## src/rtl/feature_mem_pkg.sv

```systemverilog
// feature_mem_pkg: shared FSM states, bank count and default sizing for the feature memory controller
package feature_mem_pkg;
  typedef enum logic [1:0] {S_IDLE, S_LOAD, S_STREAM, S_DONE} state_t;
  localparam int NUM_BANKS = 4;
  localparam int DEF_DIV_SIZE = 512;
  localparam int DEF_DATA_WIDTH = 32;
  localparam int DEF_ADDR_WIDTH = 8;
endpackage

```

## src/rtl/feature_row_fifo.sv

```systemverilog
// feature_row_fifo: 2-entry row FIFO with empty bypass (push/din in, pop, valid/dout/count out)
module feature_row_fifo #(
  parameter int W = 8
) (
  input  logic         clk,
  input  logic         reset,
  input  logic         push,
  input  logic [W-1:0] din,
  input  logic         pop,
  output logic         valid,
  output logic [W-1:0] dout,
  output logic [1:0]   count
);
  logic [W-1:0] mem [2];
  logic wp, rp, store, take;
  assign valid = count != 0 || push;
  assign dout = count != 0 ? mem[rp] : push ? din : '0;
  assign store = push && !(count == 0 && pop);
  assign take = pop && count != 0;
  always_ff @(posedge clk)
    if (store) mem[wp] <= din;
  always_ff @(posedge clk)
    if (reset) begin
      wp <= 1'b0;
      rp <= 1'b0;
      count <= '0;
    end else begin
      if (store) wp <= !wp;
      if (take) rp <= !rp;
      count <= count + 2'(store) - 2'(take);
    end
endmodule

```

## src/rtl/feature_mem_ctrl.sv

```systemverilog
// feature_mem_ctrl: loads one sample into a 4-bank memory (in_* -> mem_we/addr/wdata) then streams 4-word rows (mem_re/rdata -> row_*), with busy/load_done/done status
module feature_mem_ctrl
  import feature_mem_pkg::*;
#(
  parameter int DIV_SIZE   = DEF_DIV_SIZE,
  parameter int DATA_WIDTH = DEF_DATA_WIDTH,
  parameter int ADDR_WIDTH = DEF_ADDR_WIDTH
) (
  input  logic                            clk,
  input  logic                            reset,
  input  logic                            start,
  input  logic                            in_valid,
  input  logic [DATA_WIDTH-1:0]           in_data,
  output logic                            in_ready,
  output logic [ADDR_WIDTH-1:0]           mem_addr,
  output logic [DATA_WIDTH-1:0]           mem_wdata,
  output logic [NUM_BANKS-1:0]            mem_we,
  output logic                            mem_re,
  input  logic [NUM_BANKS*DATA_WIDTH-1:0] mem_rdata,
  output logic                            row_valid,
  input  logic                            row_ready,
  output logic [NUM_BANKS*DATA_WIDTH-1:0] row_data,
  output logic [ADDR_WIDTH-1:0]           row_index,
  output logic                            row_last,
  output logic                            busy,
  output logic                            load_done,
  output logic                            done
);
  localparam int ROWS = DIV_SIZE / NUM_BANKS;
  localparam int WW = $clog2(DIV_SIZE + 1);
  localparam int RW = $clog2(ROWS + 1);
  state_t state, state_n;
  logic [WW-1:0] wc;
  logic [RW-1:0] rc;
  logic [ADDR_WIDTH-1:0] tag;
  logic [1:0] occ;
  logic re_d, ld, accept, last_word, pop;
  assign in_ready = state == S_LOAD;
  assign accept = in_ready && in_valid;
  assign last_word = wc == WW'(DIV_SIZE - 1);
  assign mem_re = state == S_STREAM && rc < RW'(ROWS) && ({1'b0, occ} + {2'b0, re_d}) < 3'd2;
  assign mem_we = accept ? NUM_BANKS'(1) << wc[1:0] : '0;
  assign mem_addr = accept ? ADDR_WIDTH'(wc >> 2) : mem_re ? ADDR_WIDTH'(rc) : '0;
  assign mem_wdata = accept ? in_data : '0;
  assign pop = row_valid && row_ready;
  assign row_last = row_valid && row_index == ADDR_WIDTH'(ROWS - 1);
  assign busy = state != S_IDLE;
  assign load_done = ld;
  assign done = state == S_DONE;
  feature_row_fifo #(.W(NUM_BANKS * DATA_WIDTH + ADDR_WIDTH)) u_fifo (
    .clk   (clk),
    .reset (reset),
    .push  (re_d),
    .din   ({tag, mem_rdata}),
    .pop   (pop),
    .valid (row_valid),
    .dout  ({row_index, row_data}),
    .count (occ)
  );
  always_comb begin
    state_n = state;
    state_n = state == S_IDLE   ? (start ? S_LOAD : S_IDLE) :
              state == S_LOAD   ? (accept && last_word ? S_STREAM : S_LOAD) :
              state == S_STREAM ? (pop && row_last ? S_DONE : S_STREAM) : S_IDLE;
  end
  always_ff @(posedge clk)
    if (reset) begin
      state <= S_IDLE;
      wc <= '0;
      rc <= '0;
      tag <= '0;
      re_d <= 1'b0;
      ld <= 1'b0;
    end else begin
      state <= state_n;
      wc <= state == S_IDLE ? '0 : wc + WW'(accept);
      rc <= state == S_IDLE ? '0 : rc + RW'(mem_re);
      tag <= ADDR_WIDTH'(rc);
      re_d <= mem_re;
      ld <= accept && last_word;
    end
endmodule

```

## config.mk

```make
export PLATFORM = sky130hd
export DESIGN_NAME = feature_mem_ctrl
export DESIGN_NICKNAME = d
export VERILOG_FILES = /design/src/rtl/feature_mem_pkg.sv /design/src/rtl/feature_row_fifo.sv /design/src/rtl/feature_mem_ctrl.sv
export SDC_FILE = /design/constraint.sdc
export NUM_CORES = 1
export LEC_CHECK = 0
export CORE_ASPECT_RATIO = 1.5
export CORE_MARGIN = 10
export CORE_UTILIZATION = 34
export CTS_BUF_LIST = sky130_fd_sc_hd__clkbuf_8 sky130_fd_sc_hd__clkbuf_16
export CTS_CLUSTER_SIZE = 8
export DETAILED_ROUTE_END_ITERATION = 12
export PLACE_DENSITY = 0.72
export SLEW_MARGIN = 20
export SYNTH_ARGS = -nofsm -noshare
export SYNTH_HDL_FRONTEND = slang
export SYNTH_SLANG_ARGS = --single-unit
```

## constraint.sdc

```tcl
create_clock -name clk -period 14.25 [get_ports clk]
set_clock_uncertainty 0.05 [all_clocks]
set_input_delay 2.85 -clock clk [delete_from_list [all_inputs] [get_ports clk]]
set_output_delay 2.85 -clock clk [all_outputs]
set_load 0.005 [all_outputs]
```

==> impl_metrics.py <==
metrics = {
    "min_path": {
        "min_to": "tag[0]$_SDFF_PP0_",
        "min_path_type": "flip-flop to flip-flop",
        "min_from": "rc[0]$_SDFF_PP0_",
        "hold_depth": 1,
    },
    "timing": {
        "rsz0062_at_grt": "false",
        "max_freq_ghz": 0.131,
        "post-route-min-period_ns": 7.65,
        "final_hold_viol_count": 0,
        "maxSlewViolCount": 0,
        "slew_headroom_pct": 30.0,
        "setup_viol": 0,
        "finalSetupTns_ns": 0,
        "worst_pin_slew_ns": 1.05,
        "fin_crit_sh_pct": 53.7,
    },
    "synthesis": {
        "synth_ff_type": "edfxtp_1",
        "yosys-top-cells-area": "edfxtp_1 (63%), mux2i_1 (10%), dfxtp_1 (5.4%)",
        "ys_types": 39,
        "synth.avg_cell_area_sq_um": 13.7,
        "netlist_area_sq_um": 12900,
        "muxShareOfSynthArea_pct": 10.5,
        "async_reset_ff_share_pct": 0,
        "syn_inst": 946,
        "syn-num-nets": 1117,
        "ys_seq_area_share_pct": 68.5,
        "synth-xor-area-share_pct": 1.15,
        "yosys.area.top_type": "edfxtp_1",
        "yosysTopAreaCellShare_pct": 63.1,
        "yosys.area_share.simple_pct": 10.3,
        "synth_compound_area_share_pct": 6.53,
        "synth_top_family_by_area": "multiplexers",
        "synth_seq_cells": 307,
        "yosys_warnings": 0,
        "synth_edf_count": 272,
        "synthAdderAreaFrac_pct": 0.580,
    },
    "clock_network": {
        "clock-root-buffer": "clkbuf_16",
        "cts_buffer_depth": 3,
        "cts_tree": "done",
        "htreeDepth": 2,
        "cts_resized": 0,
        "clk_pin_slew_ns": 0.05,
        "cts_buffers": 44,
        "cts_sinks": 307,
        "post_cts_buffers": 0,
        "hold_buffers": 0,
        "clk_latency_ns": 0.52,
    },
    "layout": {
        "final_cells": 1804,
        "layout_common_cells": "clkdlybuf4s50_1 (351), edfxtp_1 (272), nand3_1 (140)",
        "multi_input_area_sq_um": 3760,
        "stdcell_area_sq_um": 18100,
        "num-nets-final": 1456,
        "area.sequential_sq_um": 8880,
        "drive_above_1_share_pct": 5.34,
        "fill_cells": 3355,
        "fin_util_pct": 48.1,
        "final_common_cell": "clkdlybuf4s50_1",
        "area_growth_pct": 39.9,
    },
    "outcome": {
        "status": "complete, no violations",
    },
    "global_routing": {
        "grt_pass1_wl_um": 54500,
        "grt_max_degree": 116,
        "grt_antenna_before_repair": 5,
        "grt_pass1_vias": 9279,
        "grt_overflow_total": 0,
        "grt_usage_pct": 15.0,
    },
    "critical_path": {
        "end_kind": "primary output",
        "ff2ff_path_depth": 3,
        "worstPathRequired_ns": 11.35,
        "r2r_slack_ns": 10.81,
        "critPathArrivalTime_ns": 4.75,
        "cp-start-kind": "input port",
        "worstReg2RegStart": "re_d$_SDFF_PP0_",
        "crit_type": "input port to primary output",
        "cp_max_fo": 46,
        "timing.rr.end": "u_fifo.mem[0][108]$_DFFE_PP_",
    },
    "floorplanning": {
        "rows": 87,
        "dieArea_sq_um": 46400,
        "die_w_um": 179,
        "dieHeight_um": 259,
        "initial_core_util_pct": 34.4,
        "core_area_sq_um": 37700,
        "pin_count": 352,
    },
    "drt": {
        "wl_um": 36000,
        "drt_iter0_markers": 453,
        "route.detailed.drc": 0,
        "vias": 8873,
        "first_pass_iters": 4,
        "ant_nets": 0,
        "vias_per_cell": 4.92,
        "wl_per_cell_um": 20.0,
    },
    "power": {
        "vdd_drop_max_uv": 120,
        "powerDensity_nw_per_um2": 164,
        "total_power_uw": 2970,
        "power_leakage_uw": 0.00581,
    },
    "placement": {
        "hpwlAfterDp_um": 24600,
        "placedInstanceArea_sq_um": 16900,
        "dp_cells": 1728,
        "routabilityCongestion": 0.784,
        "portBuffers": 351,
    },
    "run": {
        "maxCapViolCount": 0,
    },
}
-- through the flow --
| step | hold slack [ns] | setup slack, ns |
|---|---|---|
| final | 0.413 | 6.60 |
| after floorplan | 0.376 | 4.43 |
| after CTS | 0.414 | 6.19 |
| after detailed placement | 0.410 | 6.19 |
| after global placement | 0.383 | 6.28 |
| after global routing | 0.420 | 6.46 |
-- where the power goes --
part           internal (uW)  total [uW]  leakage, uW  switching [uW]
sequential              1000        1030      0.00275            31.9
combinational            514        1020      0.00237             507
clock                    559         910     0.000693             352
total                   2080        2970      0.00581             891
-- kinds of logic after synthesis --
group           after synthesis
simple gates                249
flops                       307
mux                         135
xor+xnor                     17
compound gates              158
fa+ha+maj                     6
buf+inv                      74
-- area by class of cell --
cell class                      instances  share of cell area [%]
Multi-Input combinational cell        565                    20.8
Clock inverter                         27                   0.581
Clock buffer                           45                    6.22
Inverter                                6                   0.124
Timing Repair Buffer                  361                    19.8
Tap cell                              489                    3.38
Antenna cell                            4                  0.0553
Sequential cell                       307                    49.0
-- synthesized netlist by cell type (3+ instances only) --
master and n:
and2_1 36, buf_2 33, and3_1 3, mux2i_1 134, buf_1 9, clkbuf_1 25
a22o_1 6, nor2_1 26, nand2_1 8, a21oi_1 14, edfxtp_1 272, o21ai_0 130
inv_1 6, ha_1 6, and3b_1 3, or2_2 3, nand3_1 140, xnor2_1 6
nor2b_1 12, dfxtp_1 35, nand2b_1 5, xor2_1 11
-- state kept, by name, indices dropped and copies added (netlist names), named ones only --
signal	cells
u_fifo.mem	272
wc	10
rc	8
tag	8
state	2
u_fifo.count	2
load_done	1
re_d	1
u_fifo.rp	1
u_fifo.wp	1
-- layer usage --
metal	GRT usage, %	routed length, um
met5	0	7
met3	4.85	2880
met4	7.01	1350
met1	15.2	12700
met2	27.1	19100
-- critical path: stages --
cell,delay (ns)
clkdlybuf4s50_1,0.45
and3b_2,0.58
mux2_2,0.40
clkdlybuf4s50_1,0.46
-- how the worst max path moves through the flow --
stage               depth (start not counted)                          to  startpoint
floorplan                                   2  u_fifo.mem[0][0]$_DFFE_PP_   row_ready
global placement                            4                 mem_addr[0]    in_valid
detailed placement                          4                 mem_addr[0]    in_valid
CTS                                         4                 mem_addr[0]    in_valid
global route                                4                 mem_addr[0]    in_valid
finish                                      4                 mem_addr[0]    in_valid
Note: power is estimated with default switching activity, not from simulation.
